===== src/rtl/lcd_msg_scheduler_pkg.sv =====
// Shared definitions for the LCD message scheduler: FSM states, frame geometry
// and the round-robin pointer helper.
package lcd_msg_scheduler_pkg;

  typedef enum logic [1:0] {
    S_IDLE  = 2'd0,
    S_HOLD  = 2'd1,
    S_DWELL = 2'd2
  } lcd_state_e;

  localparam logic [7:0]  LCD_BLANK_CHAR = 8'h20;
  localparam int unsigned LCD_MSG_W      = 256;
  localparam int unsigned LCD_LINE_CHARS = 16;

  // Pointer moves to the slot just after the winner, wrapping at nreq.
  function automatic logic [2:0] rr_next(input logic [2:0] id, input int unsigned nreq);
    return ((32'(id) + 32'd1) >= nreq) ? 3'd0 : id + 3'd1;
  endfunction

endpackage


===== src/rtl/lcd_msg_scheduler_rr_arbiter.sv =====
// Combinational round-robin arbiter: lowest pending index at or above ptr wins,
// otherwise the search wraps to the lowest pending index overall.
module rr_arbiter #(
  parameter int unsigned NREQ = 3
) (
  input  logic [NREQ-1:0] req,
  input  logic [2:0]      ptr,
  output logic [NREQ-1:0] grant,
  output logic [2:0]      grant_id,
  output logic            any
);

  logic [NREQ-1:0]   mask;
  logic [2*NREQ-1:0] search;
  logic              found;

  always_comb begin
    mask = '0;
    for (int unsigned i = 0; i < NREQ; i++) begin
      mask[i] = (i >= {29'd0, ptr});
    end
    // Lower half holds requests at/above ptr, upper half the full set for wrap.
    search   = {req, req & mask};
    found    = 1'b0;
    grant    = '0;
    grant_id = '0;
    for (int unsigned i = 0; i < 2*NREQ; i++) begin
      if (!found && search[i]) begin
        found              = 1'b1;
        grant[i % NREQ]    = 1'b1;
        grant_id           = 3'(i % NREQ);
      end
    end
    any = found;
  end

endmodule


===== src/rtl/lcd_msg_scheduler.sv =====
// Shares one 16x2 LCD among several producers: round-robin grant, atomic frame
// latch, and a minimum dwell time per granted frame.
module lcd_msg_scheduler
  import lcd_msg_scheduler_pkg::*;
#(
  parameter int unsigned NREQ        = 3,
  parameter int unsigned HOLD_CYCLES = 64,
  parameter int unsigned MSG_W       = LCD_MSG_W
) (
  input  logic                  clock,
  input  logic                  reset,
  input  logic [NREQ-1:0]       req,
  input  logic [NREQ*MSG_W-1:0] msg_in,
  output logic [NREQ-1:0]       ack,
  output logic [MSG_W-1:0]      message_out,
  output logic [2:0]            active_id,
  output logic                  valid,
  output logic                  busy
);

  localparam logic [MSG_W-1:0] BLANK_FRAME = {(MSG_W/8){LCD_BLANK_CHAR}};
  localparam logic [15:0]      HOLD_LOAD   = 16'(HOLD_CYCLES - 1);

  lcd_state_e        state_q, state_d;
  logic [15:0]       hold_cnt_q, hold_cnt_d;
  logic [2:0]        rr_ptr_q, rr_ptr_d;
  logic [MSG_W-1:0]  msg_q, msg_d;
  logic [NREQ-1:0]   ack_q, ack_d;
  logic [2:0]        active_id_q, active_id_d;
  logic              valid_q, valid_d;
  logic              busy_q, busy_d;

  logic [NREQ-1:0]   arb_grant;
  logic [2:0]        arb_id;
  logic              arb_any;
  logic [MSG_W-1:0]  win_msg;

  rr_arbiter #(
    .NREQ (NREQ)
  ) u_arb (
    .req      (req),
    .ptr      (rr_ptr_q),
    .grant    (arb_grant),
    .grant_id (arb_id),
    .any      (arb_any)
  );

  always_comb begin
    win_msg = msg_in[MSG_W-1:0];
    for (int unsigned i = 0; i < NREQ; i++) begin
      if (arb_id == 3'(i)) begin
        win_msg = msg_in[i*MSG_W +: MSG_W];
      end
    end
  end

  always_comb begin
    state_d     = state_q;
    hold_cnt_d  = hold_cnt_q;
    rr_ptr_d    = rr_ptr_q;
    msg_d       = msg_q;
    ack_d       = '0;
    active_id_d = active_id_q;
    valid_d     = valid_q;
    busy_d      = busy_q;
    case (state_q)
      S_IDLE, S_DWELL: begin
        if (arb_any) begin
          msg_d       = win_msg;
          ack_d       = arb_grant;
          active_id_d = arb_id;
          valid_d     = 1'b1;
          rr_ptr_d    = rr_next(arb_id, NREQ);
          hold_cnt_d  = HOLD_LOAD;
          busy_d      = 1'b1;
          state_d     = S_HOLD;
        end
      end
      S_HOLD: begin
        if (hold_cnt_q == '0) begin
          busy_d  = 1'b0;
          state_d = S_DWELL;
        end else begin
          hold_cnt_d = hold_cnt_q - 16'd1;
        end
      end
      default: begin
        busy_d  = 1'b0;
        state_d = S_IDLE;
      end
    endcase
  end

  always_ff @(posedge clock or posedge reset) begin
    if (reset) begin
      state_q     <= S_IDLE;
      hold_cnt_q  <= '0;
      rr_ptr_q    <= '0;
      msg_q       <= BLANK_FRAME;
      ack_q       <= '0;
      active_id_q <= '0;
      valid_q     <= 1'b0;
      busy_q      <= 1'b0;
    end else begin
      state_q     <= state_d;
      hold_cnt_q  <= hold_cnt_d;
      rr_ptr_q    <= rr_ptr_d;
      msg_q       <= msg_d;
      ack_q       <= ack_d;
      active_id_q <= active_id_d;
      valid_q     <= valid_d;
      busy_q      <= busy_d;
    end
  end

  assign ack         = ack_q;
  assign message_out = msg_q;
  assign active_id   = active_id_q;
  assign valid       = valid_q;
  assign busy        = busy_q;

endmodule


===== config.mk =====
export PLATFORM = sky130hd
export DESIGN_NAME = lcd_msg_scheduler
export DESIGN_NICKNAME = d
export VERILOG_FILES = /design/src/rtl/lcd_msg_scheduler_pkg.sv /design/src/rtl/lcd_msg_scheduler_rr_arbiter.sv /design/src/rtl/lcd_msg_scheduler.sv
export SDC_FILE = /design/constraint.sdc
export NUM_CORES = 1
export LEC_CHECK = 0
export ABC_AREA = 1
export CORE_AREA = 3 3 406 408
export CTS_CLUSTER_DIAMETER = 40
export DETAILED_ROUTE_END_ITERATION = 10
export DIE_AREA = 0 0 409 411
export GPL_TIMING_DRIVEN = 0
export MAX_ROUTING_LAYER = met4
export PLACE_DENSITY = 0.32
export SYNTH_ARGS = -nofsm -noshare
export SYNTH_HDL_FRONTEND = slang
export SYNTH_SLANG_ARGS = --single-unit

===== constraint.sdc =====
create_clock -name clock -period 10.5 [get_ports clock]
set_input_delay 2.1 -clock clock [delete_from_list [all_inputs] [get_ports clock]]
set_output_delay 2.1 -clock clock [all_outputs]
set_load 0.02 [all_outputs]

==> results of run 1 <==
## cells in the final DEF, fill, tap and decap left out, drive strengths merged, types with 2 or more instances in the layout
master         instances
or2                    3
dfrtp                252
nand3b                 2
nand4                  4
o21ai                  7
dfstp                 32
clkinv                32
xor2                   8
nor2                  38
clkdlybuf4s50       1034
diode                 32
buf                  188
clkinvlp               5
inv                  789
nand2               1361
bufinv                13
clkbuf               176
nand3                780
nor3                   3
## cell type report
class	count	share of cell area, %
tap	2175	7.28
sequential	284	19.1
inverter	785	7.90
multi-input combinational	2210	25.1
timing repair buffer	1038	27.9
antenna	32	0.214
buffer	230	3.03
clock buffer	130	7.44
clock inverter	54	1.94
## registers in the layout, summed over array words and instances, names as in the netlist
| signal | count |
|---|---|
| message_out | 256 |
| hold_cnt_q | 16 |
| ack | 3 |
| rr_ptr_q | 3 |
| active_id | 2 |
| state_q | 2 |
| busy | 1 |
| valid | 1 |
## final timing paths
kind / startpoint / slack, ns / cells past startpoint / end
worst max-delay path: req[1] / 6.30 / 12 / message_out[55]$_DFFE_PP0P_
worst min-delay path: valid$_DFFE_PP0P_ / 0.46 / 1 / valid$_DFFE_PP0P_
worst max register to register: rr_ptr_q[1]$_DFFE_PP0P_ / 7.74 / 10 / message_out[55]$_DFFE_PP0P_
worst min register to register: valid$_DFFE_PP0P_ / 0.46 / 1 / valid$_DFFE_PP0P_
max in group asynchronous: reset / 7.19 / 4 / message_out[35]$_DFFE_PP0P_
min in group asynchronous: reset / 1.84 / 2 / message_out[206]$_DFFE_PP0P_
## cells by family (layout without fill, tap and decap cells)
group                    after synthesis  count (layout)  share of synthesized area, %
adder cells (fa/ha/maj)                1               1                        0.0607
AO/OA/AOI/OAI                          9               9                         0.249
buffers and inverters               1015            2237                          19.8
flip-flops                           284             284                          34.6
AND/OR/NAND/NOR                     2191            2191                          44.9
other                                  1              33                        0.0182
XOR/XNOR                               8               8                         0.340
## worst max-delay path, delay by kind of cell
family,cells,cell delay [ns]
buffers and inverters,4,1.59
AND/OR/NAND/NOR,8,1.03
## metrics by stage
stage / TNS (ns) / setup WS, ns / util [%]
final: 0 / 6.30 / 23.1
after global routing: 0 / 6.06 / 23.1
after CTS: 0 / 6.20 / 23.0
after detailed placement: 0 / 5.43 / 20.9
after global placement: -1578.93 / -6.09 / 20.8
after floorplan: 0 / 0.617 / -
## power breakdown
part | switching (mW) | internal (mW)
Combinational | 0.768 | 0.597
Sequential | 0.0571 | 1.20
Clock | 0.937 | 2.17
## per-layer routing
metal | share of wire (%) | vias up | routed length, um | GRT usage (%)
met3 | 6.8 | 222 | 10500 | 4.94
met2 | 51 | 887 | 78500 | 31.9
met1 | 40 | 12177 | 62300 | 20.7
li1 | - | 12786 | - | -
met5 | 0 | - | 0 | -
met4 | 2.4 | 0 | 3700 | 5.30
==> metrics.md, run 1 <==
| Metric | Value |
|---|---|
| Post-synth EDFFs | 0 |
| Top post-synthesis cells by count | 1359 x nand2_1, 782 x inv_1, 779 x nand3_1 |
| Prevailing post-synth register cell | dfrtp_1 |
| Initial drt markers | approximately 1400 |
| Area share of the largest cell type after synthesis | a little under a third |
| Yosys top cell by area | dfrtp_1 |
| Crit path max fanout | 10 |
| Total GRT Usage | a little under a fifth |
| Synth unique cells | 29 |
| HPWL after detailed placement | ~130 mm |
| CTS Sinks | 284 |
| Core Box Area | 162000 um^2 |
| Initial antenna violation count | 71 |
| Status | finished, final reports clean |
| Part of the Yosys area used for sequential elements | between 30 and 40% |
| Type of origin of the critical path | input pin |
| Worst Path Required | between 10 and 15 ns |
| Die ar. | ~170000 um^2 |
| Synth Net Count | between 4000 and 5000 |
| Post-CTS sizing | 0 |
| Reg clk slew, reported paths | roughly 0.040 ns |
| CP max stage cell | buf_2 |
| Starting density of the core | between 10% and 20% |
| YS warnings | 0 |
| Power per cell area | 153 nW/um^2 |
| Placed insts | 6722 |
| PortBufs | between 1000 and 1500 |
| Vias in the first global route | around 27000 |
| Slew @ Worst Pin | between 1 and 1.5 ns |
| Setup bufs post-CTS | 0 |
| Largest net degree at the start of global routing | 95 |
| Root buffer cell | clkbuf_16 |
| Worst min path class | reg2reg |
| Fillers | around 19000 |
| Share of cells above drive strength 1 | slightly above 8% |
| Die Y | about 400 um |
| Synthesized cell area | 20600 um^2 |
| Final Hold Vio Count | 0 |
| TritonCTS clock tree | built |
| Vias per cell | approximately 3.8 |
| Leakage | approximately 20 nW |
| Antenna-violating nets left | 0 |
| Post-CTS Hold Buffers | 0 |
| Placer's final routability congestion estimate | 0.871 |
| Router iterations before antenna repair | 5 |
| Layout area overhead | 81.3% |
| Crit share post-route | 40.0% |
| Final Cell Area | 37400 um^2 |
| I/O pin cnt | 1037 |
| Row cnt | 148 |
| Skew-Pair Late Insertion Delay | between 0.6 and 0.7 ns |
| DR vias | approximately 26000 |
| Total wire length | between 150 and 200 mm |
| RSZ-0062 raised after global routing | no |
| Crit path time final | about 4.2 ns |
| CTS Buf Count | 98 |
| Worst Clk Skew | between 0.02 and 0.03 ns |
| CP max stage delay | between 0.5 and 0.6 ns |
| CTS max path bufs | 3 |
| CP Capture Type | register |
| First-pass GRT wire length | approximately 210 mm |
| Count leader, synth | nand2_1 |
| Largest cells by area after synthesis | dfrtp_1 31%, nand2_1 25%, nand3_1 19%, inv_1 14%, dfstp_2 4.1% |
| Final std cells w/o fill | approximately 6900 |
| H-tree depth | 3 |
| Asr flop ratio synth | 100% |
| Placed inst area | approximately 34000 um^2 |
| Fmax | 0.238 GHz |
| Max-cap violations | 0 |
| CP Data Arrival Time | about 4.8 ns |
| CP Cell Sequence | clkdlybuf4s50_1 -> inv_2 -> nand2_1 -> nand2_1 -> nand4_2 -> nand2_2 -> nand2_2 -> buf_2 -> buf_2 -> nand2_1 -> nand3_1 -> nand2_1 |
| Routed len/inst | roughly 22 um |
| Synth Register Bits | around 280 |
| Gr ovfl total | 0 |
| Die Wd | around 410 um |
| Final setup fails | 0 |
| Worst VDD drop | 0.111 mV |
| Slew HR | 8.48% |
| Max Slew Vio Count | 0 |
| Area of the multi-input gates | between 9000 and 10000 um^2 |
| Mapped Avg Cell Area | about 6 um^2 |
| Mapped Cells | between 3000 and 4000 |
| Register Area | slightly above 7000 um^2 |
| Top cell by count, worst path | nand2_1 |
| DRC errors left | 0 |
| Total power | approximately 5.7 mW |
| Fin Hold WS | about 0.46 ns |
| Total Nets Final | around 5400 |
| WS Path Type | in2reg |
(Power assumes the default switching activity.)
==> run 2: changes to the inputs <==
--- a/config.mk
+++ b/config.mk
@@ -6,10 +6,10 @@
 export NUM_CORES = 1
 export LEC_CHECK = 0
 export ABC_AREA = 1
-export CORE_AREA = 3 3 406 408
+export CORE_AREA = 3 3 398 400
 export CTS_CLUSTER_DIAMETER = 40
 export DETAILED_ROUTE_END_ITERATION = 10
-export DIE_AREA = 0 0 409 411
+export DIE_AREA = 0 0 401 403
 export GPL_TIMING_DRIVEN = 0
 export MAX_ROUTING_LAYER = met4
 export PLACE_DENSITY = 0.32
==> constraint.sdc (replaced) <==
create_clock -name clock -period 4.1 [get_ports clock]
set_input_delay 0.82 -clock clock [delete_from_list [all_inputs] [get_ports clock]]
set_output_delay 0.82 -clock clock [all_outputs]
set_load 0.02 [all_outputs]
==> run 2 against run 1 <==
  * Register-to-register slack got worse by 6.3 ns
  * Non-clock buffer count rose by 5
  * Cell count fell by 1.8%
  * Die area fell by 3.9%
  * Utilization rose by 0.68 points
  * Routed wire length fell by 2.3%
  * Sequential cell count did not move
  * Count of clock-buffer cells in the layout did not move
  * Global-route usage rose by 0.30 points
  * Power rose by 140%
  * Critical endpoint is now message_out[144]$_DFFE_PP0P_
==> metrics.md, run 2 (synthesized netlist as in run 1, its figures left out) <==
| Metric | Value |
|---|---|
| Crit path time final | between 2 and 3 ns |
| Gr ovfl total | 0 |
| Max Slew Vio Count | 0 |
| Most frequent cells in the layout | 1359 x nand2_1, 1034 x clkdlybuf4s50_1, 781 x inv_1, 779 x nand3_1, 252 x dfrtp_1 |
| Max reg flops | ~260 |
| WHS Endpoint | message_out[181]$_DFFE_PP1P_ |
| Crit share post-route | just over 70% |
| Vias in the first global route | 26655 |
| Worst Path Required | around 4.6 ns |
| Vias per cell | roughly 3.8 |
| CP max stage delay | between 0.5 and 0.6 ns |
| Crit path buf inv count | 3 |
| Part of the power in the clock network | between 50% and 60% |
| TritonCTS clock tree | built |
| HPWL after detailed placement | approximately 130 mm |
| CP max stage cell | buf_2 |
| Share of cells above drive strength 1 | ~7.9% |
| Slew HR | 12.7% |
| CP Data Arrival Time | between 3 and 4 ns |
| Placer's final routability congestion estimate | between 0.8 and 0.9 |
| Row cnt | 145 |
| CTS Sinks | 284 |
| DR vias | roughly 26000 |
| WS Path Type | in2reg |
| First-pass GRT wire length | between 200 and 250 mm |
| Reg power frac | roughly 23% |
| Initial antenna violation count | slightly above 80 |
| Die Wd | between 400 and 500 um |
| Hold Crit Depth | 2 |
| Max-cap violations | 0 |
| Root buffer cell | clkbuf_16 |
| Worst min path class | reg2reg |
| CP Capture Type | register |
| CP Cell Sequence | clkdlybuf4s50_1 -> nand2_1 -> nand3_1 -> buf_2 -> clkbuf_1 -> nand3_1 -> nand2_1 -> nand2_1 -> nand3_1 -> nand2_1 |
| Final worst setup slack | about 1.2 ns |
| Reg clk slew, reported paths | around 0.040 ns |
| R2R Path Start | rr_ptr_q[1]$_DFFE_PP0P_ |
| Antenna-violating nets left | 0 |
| Top delay family on crit path | buffers and inverters |
| Fin Hold WS | around 0.46 ns |
| Final TNS setup | 0 ns |
| Largest net degree at the start of global routing | 37 |
| Total Nets Final | 5419 |
| R2R Setup Slk | approximately 1.5 ns |
| Total power | 13.9 mW |
| Top cell by count, worst path | nand2_1 |
| CTS max path bufs | 3 |
| Worst VDD drop | roughly 0.28 mV |
| Placed inst area | around 34000 um^2 |
| Reg-to-reg critical path endpoint | message_out[63]$_DFFE_PP0P_ |
| Total GRT Usage | a little under a fifth |
| Initial drt markers | roughly 1600 |
| Setup bufs post-CTS | 0 |
| Fmax | 0.343 GHz |
| CP startpoint | req[0] |
| PortBufs | between 1000 and 1500 |
| Total wire length | approximately 150 mm |
| Die ar. | roughly 160000 um^2 |
| I/O pin cnt | slightly above 1000 |
| Crit path max fanout | 10 |
| Reg2Reg Depth | 10 |
| Die Y | ~400 um |
| Dpl ws | approximately 0.42 ns |
| Skew-Pair Late Insertion Delay | 0.66 ns |
| Type of origin of the critical path | input pin |
| NetSw | 4.31 mW |
| Final Hold Vio Count | 0 |
| Sw Ratio | a little under a third |
| Leakage | 19.6 nW |
| Final Cell Area | about 37000 um^2 |
| Starting density of the core | between 10% and 20% |
| Routed len/inst | about 22 um |
| Final setup fails | 0 |
| Combinational share of power | approximately a quarter |
| Worst Clk Skew | between 0.02 and 0.025 ns |
| HP Start | message_out[181]$_DFFE_PP1P_ |
| Post-CTS sizing | 0 |
| H-tree depth | 3 |
| Post-CTS Hold Buffers | 0 |
| Layout area overhead | 79.3% |
| Core Box Area | about 160000 um^2 |
| Power per cell area | around 380 nW/um^2 |
| Most common cell after layout, fill and taps aside | nand2_1 |
| RSZ-0062 raised after global routing | no |
| Slew @ Worst Pin | 1.31 ns |
| Router iterations before antenna repair | 6 |
| Internal power | roughly 9.6 mW |
| DRC errors left | 0 |
| CTS Buf Count | 91 |
| Status | finished, final reports clean |
-- run 2: changes by cell type in the layout (fill, tap and decap cells not counted), sizes merged --
cell	delta
bufinv	-5
clkinv	-3
buf	+5
clkinvlp	-3
inv	-2
-- run 2: power groups by stage --
stage               Combinational (mW)  Sequential (mW)  Clock (mW)
global placement                  3.55             3.26           0
CTS                               3.58             3.23        7.40
finish                            3.49             3.23        7.20
detailed placement                3.56             3.26           0
global route                      3.84             3.26        7.56
floorplan                         1.24             3.52           0
-- run 2: routing by layer --
| metal | up-vias | global-route usage, % | wire length [um] | share of wire (%) |
|---|---|---|---|---|
| met4 | 0 | 4.47 | 3160 | 2.1 |
| met2 | 893 | 33.0 | 77100 | 51 |
| met5 | - | - | 0 | 0 |
| met1 | 12266 | 20.9 | 60900 | 40 |
| met3 | 212 | 5.09 | 10200 | 6.8 |
| li1 | 12787 | - | - | - |
-- run 2: stage by stage --
step / std cells / util (%)
after CTS: 6781 / 23.7
after global routing: 6809 / 23.7
after global placement: 6601 / 21.6
after floorplan: 3509 / -
after detailed placement: 6610 / 21.7
final: 6813 / 23.8
-- run 2: worst reg2reg max path: stages (launching register included) --
cell     delay [ns]
dfrtp_1        0.39
nor2_1         0.23
nand3_1        0.28
nand2_1        0.42
buf_4          0.45
buf_4          0.31
nand2_1        0.07
nand2_1        0.06
nand2_1        0.07
nand3_1        0.15
nand2_1        0.08
-- run 2: how the worst max path moves through the flow --
| stage | endpoint | slack [ns] | cells after the start |
|---|---|---|---|
| after detailed placement | message_out[144]$_DFFE_PP0P_ | 0.42 | 10 |
| after floorplan | ack[0]$_DFF_PP0_ | -0.46 | 1 |
| after global routing | message_out[145]$_DFFE_PP0P_ | 1.06 | 10 |
| after CTS | message_out[149] | 1.13 | 1 |
| after global placement | message_out[209]$_DFFE_PP0P_ | -3.96 | 2 |
| final | message_out[144]$_DFFE_PP0P_ | 1.18 | 10 |
-- run 2: final cells by class --
cell class	count	area [um^2]
Antenna cell	32	80.1
Buffer	230	1130
Clock buffer	130	2670
Clock inverter	41	495
Fill cell	17795	119000
Inverter	785	2950
Multi-Input combinational cell	2210	9400
Sequential cell	284	7150
Tap cell	2058	2570
Timing Repair Buffer	1043	10500
